[config.mk]
export PLATFORM = sky130hd
export DESIGN_NAME = muldiv_unit
export DESIGN_NICKNAME = d
export VERILOG_FILES = /design/src/rtl/muldiv_unit.sv
export SDC_FILE = /design/constraint.sdc
export NUM_CORES = 1
export LEC_CHECK = 0
export ABC_AREA = 0
export BUFFER_PORTS_ARGS = -buffer_cell sky130_fd_sc_hd__buf_4
export CELL_PAD_IN_SITES_DETAIL_PLACEMENT = 0
export CELL_PAD_IN_SITES_GLOBAL_PLACEMENT = 2
export CORE_MARGIN = 2
export CORE_UTILIZATION = 35
export CTS_CLUSTER_DIAMETER = 150
export DETAILED_ROUTE_END_ITERATION = 10
export PLACE_DENSITY_LB_ADDON = 0.12
export SLEW_MARGIN = 20
export SYNTH_ARGS = -nofsm -noshare
export SYNTH_HDL_FRONTEND = slang
export SYNTH_SLANG_ARGS = --single-unit
[constraint.sdc]
create_clock -name clk -period 3.7 [get_ports clk]
set_input_delay 0.37 -clock clk [delete_from_list [all_inputs] [get_ports clk]]
set_output_delay 0.37 -clock clk [all_outputs]
set_load 0.05 [all_outputs]
[src/rtl/muldiv_unit.sv]
// Iterative shift-add multiplier / restoring divider owning HI/LO.
// Define MULDIV_SIGNED_EN to build signed MULT/DIV with sign fix-up.
module muldiv_unit #(
  parameter int WIDTH = 32
) (
  input  logic             clk,
  input  logic             reset,
  input  logic             start,
  input  logic [2:0]       op,
  input  logic [WIDTH-1:0] s1val,
  input  logic [WIDTH-1:0] s2val,
  input  logic             flush,
  output logic             busy,
  output logic             done,
  output logic             div_by_zero,
  output logic [WIDTH-1:0] hi,
  output logic [WIDTH-1:0] lo
);
  localparam int CW = $clog2(WIDTH + 1);

  typedef enum logic [1:0] {IDLE, RUN, FIN} state_t;

  state_t state_q, state_d;

  logic [CW-1:0]      cnt_q;
  logic [2*WIDTH-1:0] acc_q, acc_n;
  logic [WIDTH-1:0]   opnd_q;
  logic [WIDTH-1:0]   a_raw_q;
  logic               is_div_q;
  logic               dz_q;
  logic               neg_q_q, neg_r_q;

  logic               go, mt;
  logic               neg_a, neg_b;
  logic [WIDTH-1:0]   a_mag, b_mag;
  logic [WIDTH:0]     mul_sum;
  logic [WIDTH:0]     shifted;
  logic               ge;
  logic [WIDTH-1:0]   diff, rem_n;
  logic [WIDTH-1:0]   fin_hi, fin_lo;

  assign go = (state_q == IDLE) && start && !flush && !op[2];
  assign mt = (state_q == IDLE) && start && !flush && (op[2:1] == 2'b10);

`ifdef MULDIV_SIGNED_EN
  assign neg_a = op[0] & s1val[WIDTH-1];
  assign neg_b = op[0] & s2val[WIDTH-1];
`else
  assign neg_a = 1'b0;
  assign neg_b = 1'b0;
`endif

  assign a_mag = neg_a ? -s1val : s1val;
  assign b_mag = neg_b ? -s2val : s2val;

  // Multiplier lives in the low half and shifts out as the product shifts in.
  assign mul_sum = {1'b0, acc_q[2*WIDTH-1:WIDTH]}
                 + (acc_q[0] ? {1'b0, opnd_q} : '0);

  assign shifted = {acc_q[2*WIDTH-1:WIDTH], acc_q[WIDTH-1]};
  assign ge      = shifted >= {1'b0, opnd_q};
  assign diff    = shifted[WIDTH-1:0] - opnd_q;
  assign rem_n   = ge ? diff : shifted[WIDTH-1:0];

  always_comb begin
    acc_n = acc_q;
    if (is_div_q) begin
      if (!dz_q)
        acc_n = {rem_n, acc_q[WIDTH-2:0], ge};
    end else begin
      acc_n = {mul_sum, acc_q[WIDTH-1:1]};
    end
  end

  always_comb begin
    fin_hi = acc_q[2*WIDTH-1:WIDTH];
    fin_lo = acc_q[WIDTH-1:0];
    if (is_div_q) begin
      if (dz_q) begin
        fin_hi = a_raw_q;
        fin_lo = '1;
      end else begin
        if (neg_r_q) fin_hi = -acc_q[2*WIDTH-1:WIDTH];
        if (neg_q_q) fin_lo = -acc_q[WIDTH-1:0];
      end
    end else if (neg_q_q) begin
      {fin_hi, fin_lo} = -acc_q;
    end
  end

  always_comb begin
    state_d = state_q;
    unique case (state_q)
      IDLE:    if (go) state_d = RUN;
      RUN:     if (cnt_q == CW'(1)) state_d = FIN;
      FIN:     state_d = IDLE;
      default: state_d = IDLE;
    endcase
    if (flush) state_d = IDLE;
  end

  always_ff @(posedge clk) begin
    if (reset) state_q <= IDLE;
    else       state_q <= state_d;
  end

  always_ff @(posedge clk) begin
    if (reset) begin
      cnt_q       <= '0;
      acc_q       <= '0;
      opnd_q      <= '0;
      a_raw_q     <= '0;
      is_div_q    <= 1'b0;
      dz_q        <= 1'b0;
      neg_q_q     <= 1'b0;
      neg_r_q     <= 1'b0;
      hi          <= '0;
      lo          <= '0;
      done        <= 1'b0;
      div_by_zero <= 1'b0;
    end else begin
      done        <= 1'b0;
      div_by_zero <= 1'b0;
      if (go) begin
        cnt_q    <= CW'(WIDTH);
        acc_q    <= {{WIDTH{1'b0}}, a_mag};
        opnd_q   <= b_mag;
        a_raw_q  <= s1val;
        is_div_q <= op[1];
        dz_q     <= op[1] && (s2val == '0);
        neg_q_q  <= neg_a ^ neg_b;
        neg_r_q  <= neg_a;
      end
      if (mt && !op[0]) hi <= s1val;
      if (mt &&  op[0]) lo <= s1val;
      if (state_q == RUN) begin
        cnt_q <= cnt_q - CW'(1);
        acc_q <= acc_n;
      end
      if (state_q == FIN && !flush) begin
        hi          <= fin_hi;
        lo          <= fin_lo;
        done        <= 1'b1;
        div_by_zero <= is_div_q & dz_q;
      end
    end
  end

  assign busy = (state_q != IDLE);
endmodule

==> run summary, run 1 <==
Clock Root Buffer = clkbuf_16
cell area power density = 382 nW/µm²
Post-synth EDFFs = 0
Clock transition at path regs = 0.06 ns
area delta synth->final = 18.8%
Max Cap Viol = 0
Pint = 0.00411 W
setup bufs post-CTS = 0
Die Span Y = 195 µm
Startpoint Class = register
antenna violations before repair = 0
crit path time final = 3.25 ns
via count = 12.6k
worst-margin pin slew = 1.16 ns
gp weighted congestion = 0.900
die area = 38000 µm²
floorplan core area = 35700 µm²
pin count of the biggest net entering global routing = 68
# diodes = 0
Crit. End Element = register
Arr. time, crit path = 3.65 ns
clk buf depth = 3
f_max = 0.308 GHz
first-pass GRT wire length = 71600 µm
DRT iter0 DRCs = 790
Syn Area/Cell = 7.47 µm²
Layout Nets = 1946
Switching Share = 29.0%
share of layout cells above drive strength 1 = 14.3%
Leak Pwr = 5.90 nW
register area share after synthesis = 32.0%
maximum fanout along the worst path = 15
Synth warnings = 0
period utilization = 87.7%
CTS tree = built
Post-CTS Resized = 0
vias in the first global route = 12.2k
CTS Hold Bufs = 0
Clock power frac = 44.1%
Clock Skew = 0.0298 ns
Hold WC Path Type = in2reg
Finished Layout Cells = 2286
H-Tree Depth = 1
Mapped Nets = 1848
setup violators final = 0
die width = 195 µm
Final Max Slew Viols = 0
Final Hold Viols = 0
Antenna Nets Post-Route = 0
Worst EP required = 4.11 ns
clock latency on the worst-skew pair = 0.57 ns
Final TNS setup = 0 ns
post-DP HPWL = 33200 µm
Total GRT Usage = 23.7%
starting density of the core = 35.7%
# clock sinks = 204
dpl ws = 0.450 ns
# rows = 69
Detailed Routing Iterations Pass 1 = 5
ys flop type = dfxtp_1
DP Cell Count = 2239
PortBufs = 137
outcome = completed
asr flop ratio synth = 0%
Netlist cell types = 85
RSZ-0062 raised after global routing = false
Flop pwr share = 39.6%
drt wl/cell = 20.0 µm
I/O Pins = 138
Final Worst Setup Slack = 0.454 ns
Synth Register Bits = 204
drt total wl = 45600 µm
switching power = 0.00168 W
Comb pwr share = 16.4%
Netlist Area Pre-Place = 12800 µm²
residual DRC count = 0
VDD IR-drop max = 329 µV
Rel. slew slack = 22.1%
CTS buffer count = 27
total power = 0.00579 W
Vias/cell = 5.52
Crit Path Class = reg2reg
Post-Syn Instances = 1709
gr ovfl total = 0
## cell families (layout without fill, tap and decap cells)
group | count (synthesis) | after routing | share of synthesized area (%)
AND/OR/NAND/NOR | 630 | 630 | 20.7
AO/OA/AOI/OAI | 540 | 540 | 28.0
flip-flops | 204 | 204 | 32.0
buffers and inverters | 170 | 286 | 5.45
adder cells (fa/ha/maj) | 68 | 68 | 6.78
XOR/XNOR | 50 | 50 | 3.43
multiplexers | 47 | 47 | 3.71
## path summary, 6_finish.rpt
path                                               from                 endpoint  slack [ns]  depth (start not counted)
worst min register to register       lo[3]$_SDFFE_PP0P_       lo[3]$_SDFFE_PP0P_        0.45                          2
worst min-delay path                          s2val[17]  opnd_q[17]$_SDFFE_PP0P_        0.05                          3
worst max-delay path            opnd_q[26]$_SDFFE_PP0P_   acc_q[36]$_SDFFE_PP0P_        0.45                         12
worst max register to register  opnd_q[26]$_SDFFE_PP0P_   acc_q[36]$_SDFFE_PP0P_        0.45                         12
## layout by cell type, fill, tap and decap left out, types with 11 or more instances in the layout
cell type  count
o221ai_1      33
clkbuf_16     27
buf_4        179
nor4_1        14
mux2i_1       44
o21ai_0       52
a311oi_1      37
a21o_1        31
inv_1         56
a21oi_1      230
nand3_1       22
nand2_1      299
o211ai_1      17
nor3_1        17
xor2_1        19
xnor2_1       31
nor2_1       217
dfxtp_1      203
nand4_1       11
a211oi_1      46
ha_1          66
o21a_1        11
## cells in the mapped netlist, types with 19 or more instances
| cell | count | area [µm²] |
|---|---|---|
| a211oi_1 | 46 | 345 |
| a21o_1 | 31 | 233 |
| dfxtp_1 | 204 | 4080 |
| nand3_1 | 22 | 110 |
| nand2_1 | 299 | 1120 |
| o221ai_1 | 33 | 289 |
| clkbuf_1 | 96 | 360 |
| xor2_1 | 19 | 166 |
| mux2i_1 | 44 | 440 |
| inv_1 | 56 | 210 |
| ha_1 | 66 | 826 |
| o21ai_0 | 52 | 260 |
| nor2_1 | 219 | 822 |
| a21oi_1 | 232 | 1160 |
| a311oi_1 | 37 | 324 |
| xnor2_1 | 31 | 272 |
## per-layer routing
metal	vias up	global-route usage [%]	part of all wire (%)
met5	-	0	0
met2	270	39.8	47
li1	6296	-	-
met4	0	6.42	2.7
met3	76	2.66	3.4
met1	5983	32.1	47
## power groups by stage
stage	clock network (W)	logic [W]	registers (W)
floorplan	0	0.000608	0.00236
global placement	0	0.000945	0.00234
detailed placement	0	0.000947	0.00234
finish	0.00255	0.000947	0.00229
CTS	0.00262	0.000951	0.00229
global route	0.00271	0.00103	0.00230
## worst max-delay path, cell delays in order (launching register included)
cell,delay [ns]
dfxtp_1,0.33
inv_1,0.10
ha_1,0.40
a21oi_1,0.16
o21bai_1,0.07
a21oi_1,0.28
o21ai_0,0.14
a211oi_1,0.55
o211ai_4,0.26
buf_12,0.24
mux2_1,0.31
a21oi_1,0.15
o31ai_1,0.08
## flip-flops by register name, summed over array words and instances, names as in the netlist
name         cells
a_raw_q         32
acc_q           64
cnt_q            6
div_by_zero      1
done             1
dz_q             1
hi              32
is_div_q         1
lo              32
opnd_q          32
state_q          2
## layout make-up
class | instances | area, µm²
clock buffers | 38 | 757
clock inverters | 9 | 83.8
fillers | 3782 | 20600
inverters | 56 | 210
multi-input cells | 1335 | 8040
flip-flops and latches | 204 | 4090
well taps | 461 | 577
repair buffers | 183 | 1420
## stage by stage
stage / area [µm²] / utilization, % / hold WS (ns)
after floorplan: 12800 / - / 0.436
after global placement: 14300 / 40.1 / 0.441
after detailed placement: 14300 / 40.1 / 0.445
after CTS: 15200 / 42.4 / 0.0322
after global routing: 15200 / 42.4 / 0.0493
final: 15200 / 42.4 / 0.0527
Note: power is estimated with default switching activity, not from simulation.
==> run 2: changes to the inputs <==
--- a/config.mk
+++ b/config.mk
@@ -5,12 +5,12 @@
 export SDC_FILE = /design/constraint.sdc
 export NUM_CORES = 1
 export LEC_CHECK = 0
-export ABC_AREA = 0
+export ABC_AREA = 1
 export BUFFER_PORTS_ARGS = -buffer_cell sky130_fd_sc_hd__buf_4
 export CELL_PAD_IN_SITES_DETAIL_PLACEMENT = 0
 export CELL_PAD_IN_SITES_GLOBAL_PLACEMENT = 2
 export CORE_MARGIN = 2
-export CORE_UTILIZATION = 35
+export CORE_UTILIZATION = 32
 export CTS_CLUSTER_DIAMETER = 150
 export DETAILED_ROUTE_END_ITERATION = 10
 export PLACE_DENSITY_LB_ADDON = 0.12
==> run summary, run 2 <==
outcome = completed
# clock sinks = 204 (unchanged)
floorplan core area = 43900 µm² (+23%)
Final TNS setup = 0 ns (unchanged)
hold path depth = 3 (unchanged)
Crit Path Class = reg2reg
dpl ws = 0.807 ns (+0.357 ns)
share of layout cells above drive strength 1 = 10.6% (-3.7 points)
drt wl/cell = 19.6 µm (-1.7%)
Synth Area in Adders = 6.12% (-0.67 points)
Detailed Routing Iterations Pass 1 = 5 (unchanged)
ys flop type = dfxtp_1
die area = 45900 µm² (+21%)
Post-CTS Resized = 0 (unchanged)
reg-to-reg slack, setup = 0.81 ns (+0.36 ns)
Netlist cell types = 45 (-47%)
Max Cap Viol = 0 (unchanged)
drt total wl = 59000 µm (+29%)
asr flop ratio synth = 0% (unchanged)
Die Span Y = 214 µm (+9.9%)
switching power = 0.00181 W (+7.7%)
CTS tree = built
maximum fanout along the worst path = 33 (+18)
die width = 214 µm (+9.9%)
R2R depth = 19 (+7)
CTS Hold Bufs = 0 (unchanged)
Worst Hold Launch = s2val[0]
setup violators final = 0 (unchanged)
Syn Area/Cell = 6.12 µm² (-18%)
register area = 4090 µm² (about the same)
Leak Pwr = 7.99 nW (+35%)
Mapped Nets = 2451 (+33%)
Post-Syn Instances = 2312 (+35%)
gp weighted congestion = 0.887 (-1.5%)
Comb pwr share = 16.6% (+0.2 points)
Clock power frac = 44.3% (+0.2 points)
period utilization = 78.0% (-9.7 points)
Arr. time, crit path = 3.37 ns (-0.28 ns)
count leader, synth = nand2_1
clock latency on the worst-skew pair = 0.56 ns (about the same)
DRT iter0 DRCs = 1071 (+36%)
mux share of post-synthesis cell area = 0% (-3.7 points)
fin area = 16600 µm² (+9.3%)
Clock Root Buffer = clkbuf_16
setup bufs post-CTS = 0 (unchanged)
multi-input logic area = 8350 µm² (+3.9%)
post-DP HPWL = 45300 µm (+37%)
residual DRC count = 0 (unchanged)
Hold WC Path Type = in2reg
Synth warnings = 0 (unchanged)
Post-synth EDFFs = 0 (unchanged)
clk buf depth = 3 (unchanged)
I/O Pins = 138 (unchanged)
main combinational cell family by area after synthesis = simple AND/OR/NAND/NOR gates
Rel. slew slack = 43.6% (+22 points)
Crit. End Element = register
gr ovfl total = 0 (unchanged)
DP Cell Count = 2958 (+32%)
reg-to-reg endpoint = acc_q[63]$_SDFFE_PP0P_
total power = 0.00598 W (+3.2%)
PortBufs = 137 (unchanged)
Biggest register = acc_q
XOR/XNOR share of the synthesized area = 1.48% (-1.9 points)
area delta synth->final = 17.1%
Synth Register Bits = 204 (unchanged)
Netlist Area Pre-Place = 14200 µm² (+11%)
largest area contributor in the netlist = dfxtp_1
hold worst-path end = opnd_q[0]$_SDFFE_PP0P_
Finished Layout Cells = 3005 (+31%)
most frequent cells in the layout = nand2_1 (589), inv_1 (330), o21ai_0 (275)
cell area power density = 361 nW/µm² (-5.6%)
max reg flops = 64 (unchanged)
post-synth top area share = 28.8% (-3.1 points)
Layout Nets = 2533 (+30%)
CTS buffer count = 26 (-3.7%)
Vias/cell = 5.07 (-8.1%)
first-pass GRT wire length = 90100 µm (+26%)
worst-margin pin slew = 0.844 ns (-0.318 ns)
# rows = 77 (+12%)
VDD IR-drop max = 268 µV (-19%)
vias in the first global route = 14.9k (+22%)
crit path time final = 2.89 ns (-0.359 ns)
DP Area = 15700 µm² (+9.7%)
register area share after synthesis = 28.8% (-3.1 points)
pin count of the biggest net entering global routing = 122 (+79%)
Antenna Nets Post-Route = 0 (unchanged)
Total GRT Usage = 25.1% (+1.5 points)
Switching Share = 30.3% (+1.3 points)
f_max = 0.346 GHz (+12%)
Clock Skew = 0.00849 ns (-0.0213 ns)
Final Hold Viols = 0 (unchanged)
Flop pwr share = 39.1% (-0.5 points)
Startpoint Class = register
H-Tree Depth = 1 (unchanged)
Fillers = 4958 (+31%)
Clock transition at path regs = 0.06 ns (about the same)
Final Max Slew Viols = 0 (unchanged)
most common cell after layout, fill and taps aside = nand2_1
# diodes = 0 (unchanged)
Final Worst Setup Slack = 0.813 ns (+0.359 ns)
simple-gate share of the synthesized area = 29.2% (+8.5 points)
via count = 15.2k (+21%)
Pint = 0.00417 W (+1.3%)
ranking of synthesized cells by area = dfxtp_1 (29%), nand2_1 (16%), o21ai_0 (9.7%), inv_1 (8.8%), a21oi_1 (6.0%)
r2r startpoint = acc_q[0]$_SDFFE_PP0P_
Worst EP required = 4.18 ns (+0.07 ns)
RSZ-0062 raised after global routing = false
synth cell count leaders = nand2_1 (593), inv_1 (333), o21ai_0 (275)
Synth Area in Compound Gates = 22.1% (-5.8 points)
starting density of the core = 32.2% (-3.5 points)
antenna violations before repair = 2 (+2)
==> run 2: cell types whose count changed after synthesis, sizes merged, moves of 33 or more <==
cell	change
a211oi	-46
mux2i	-44
o21ai	+218
a21oi	-63
inv	+285
a31oi	+91
o221ai	-33
nand2	+308
a311oi	-38
nand3	+75
==> run 2: power groups by stage <==
stage                     Combinational [W]  Sequential, W  Clock (W)
final                              0.000990        0.00234    0.00265
after global routing                0.00110        0.00235    0.00279
after CTS                          0.000998        0.00234    0.00271
after detailed placement           0.000996        0.00238          0
after global placement             0.000998        0.00238          0
after floorplan                    0.000585        0.00241          0
==> run 2: critical path, stage by stage (launching register included) <==
cell,delay (ns)
dfxtp_1,0.40
buf_12,0.25
nand2_1,0.08
inv_1,0.06
ha_1,0.22
inv_1,0.08
fa_1,0.39
inv_1,0.10
nand3_1,0.07
nand3_1,0.18
nand2_1,0.07
nand2_1,0.17
nand2_1,0.12
nand3_1,0.16
nand2_1,0.07
inv_1,0.05
o21ai_0,0.08
inv_1,0.08
nand2_1,0.04
a21oi_1,0.12
==> run 2: final cells by class <==
cell class / instances / area share [%]
Clock buffer: 38 / 4.45
Inverter: 341 / 7.74
Multi-Input combinational cell: 1658 / 50.4
Tap cell: 592 / 4.47
Timing Repair Buffer: 163 / 7.53
Sequential cell: 204 / 24.6
Clock inverter: 9 / 0.770
==> run 2: worst max path at each step <==
stage / slack, ns / startpoint / endpoint
final: 0.81 / acc_q[0]$_SDFFE_PP0P_ / acc_q[63]$_SDFFE_PP0P_
after global routing: 0.54 / acc_q[0]$_SDFFE_PP0P_ / acc_q[63]$_SDFFE_PP0P_
after CTS: 0.78 / acc_q[0]$_SDFFE_PP0P_ / acc_q[63]$_SDFFE_PP0P_
after detailed placement: 0.81 / acc_q[0]$_SDFFE_PP0P_ / acc_q[63]$_SDFFE_PP0P_
after global placement: 0.83 / acc_q[33]$_SDFFE_PP0P_ / acc_q[36]$_SDFFE_PP0P_
after floorplan: 1.17 / acc_q[0]$_SDFFE_PP0P_ / acc_q[51]$_SDFFE_PP0P_
==> run 2: kinds of logic after synthesis <==
logic type / count (synthesis)
xor+xnor: 24
flops: 204
buf+inv: 450
simple gates: 984
fa+ha+maj: 68
compound gates: 582
==> run 2: stage by stage <==
step	hold slack (ns)	utilization, %
after floorplan	0.430	-
after global placement	0.441	35.8
after detailed placement	0.447	35.8
after CTS	0.0398	37.7
after global routing	0.0782	37.7
final	0.0582	37.7
==> run 2: layer usage <==
layer  track usage, %  wire (µm)  vias up
met5                0         12        -
met4             7.11       1590        2
met3             2.35       2380       70
met2             40.4      26100      355
met1             35.9      28900     7109
li1                 -          -     7713
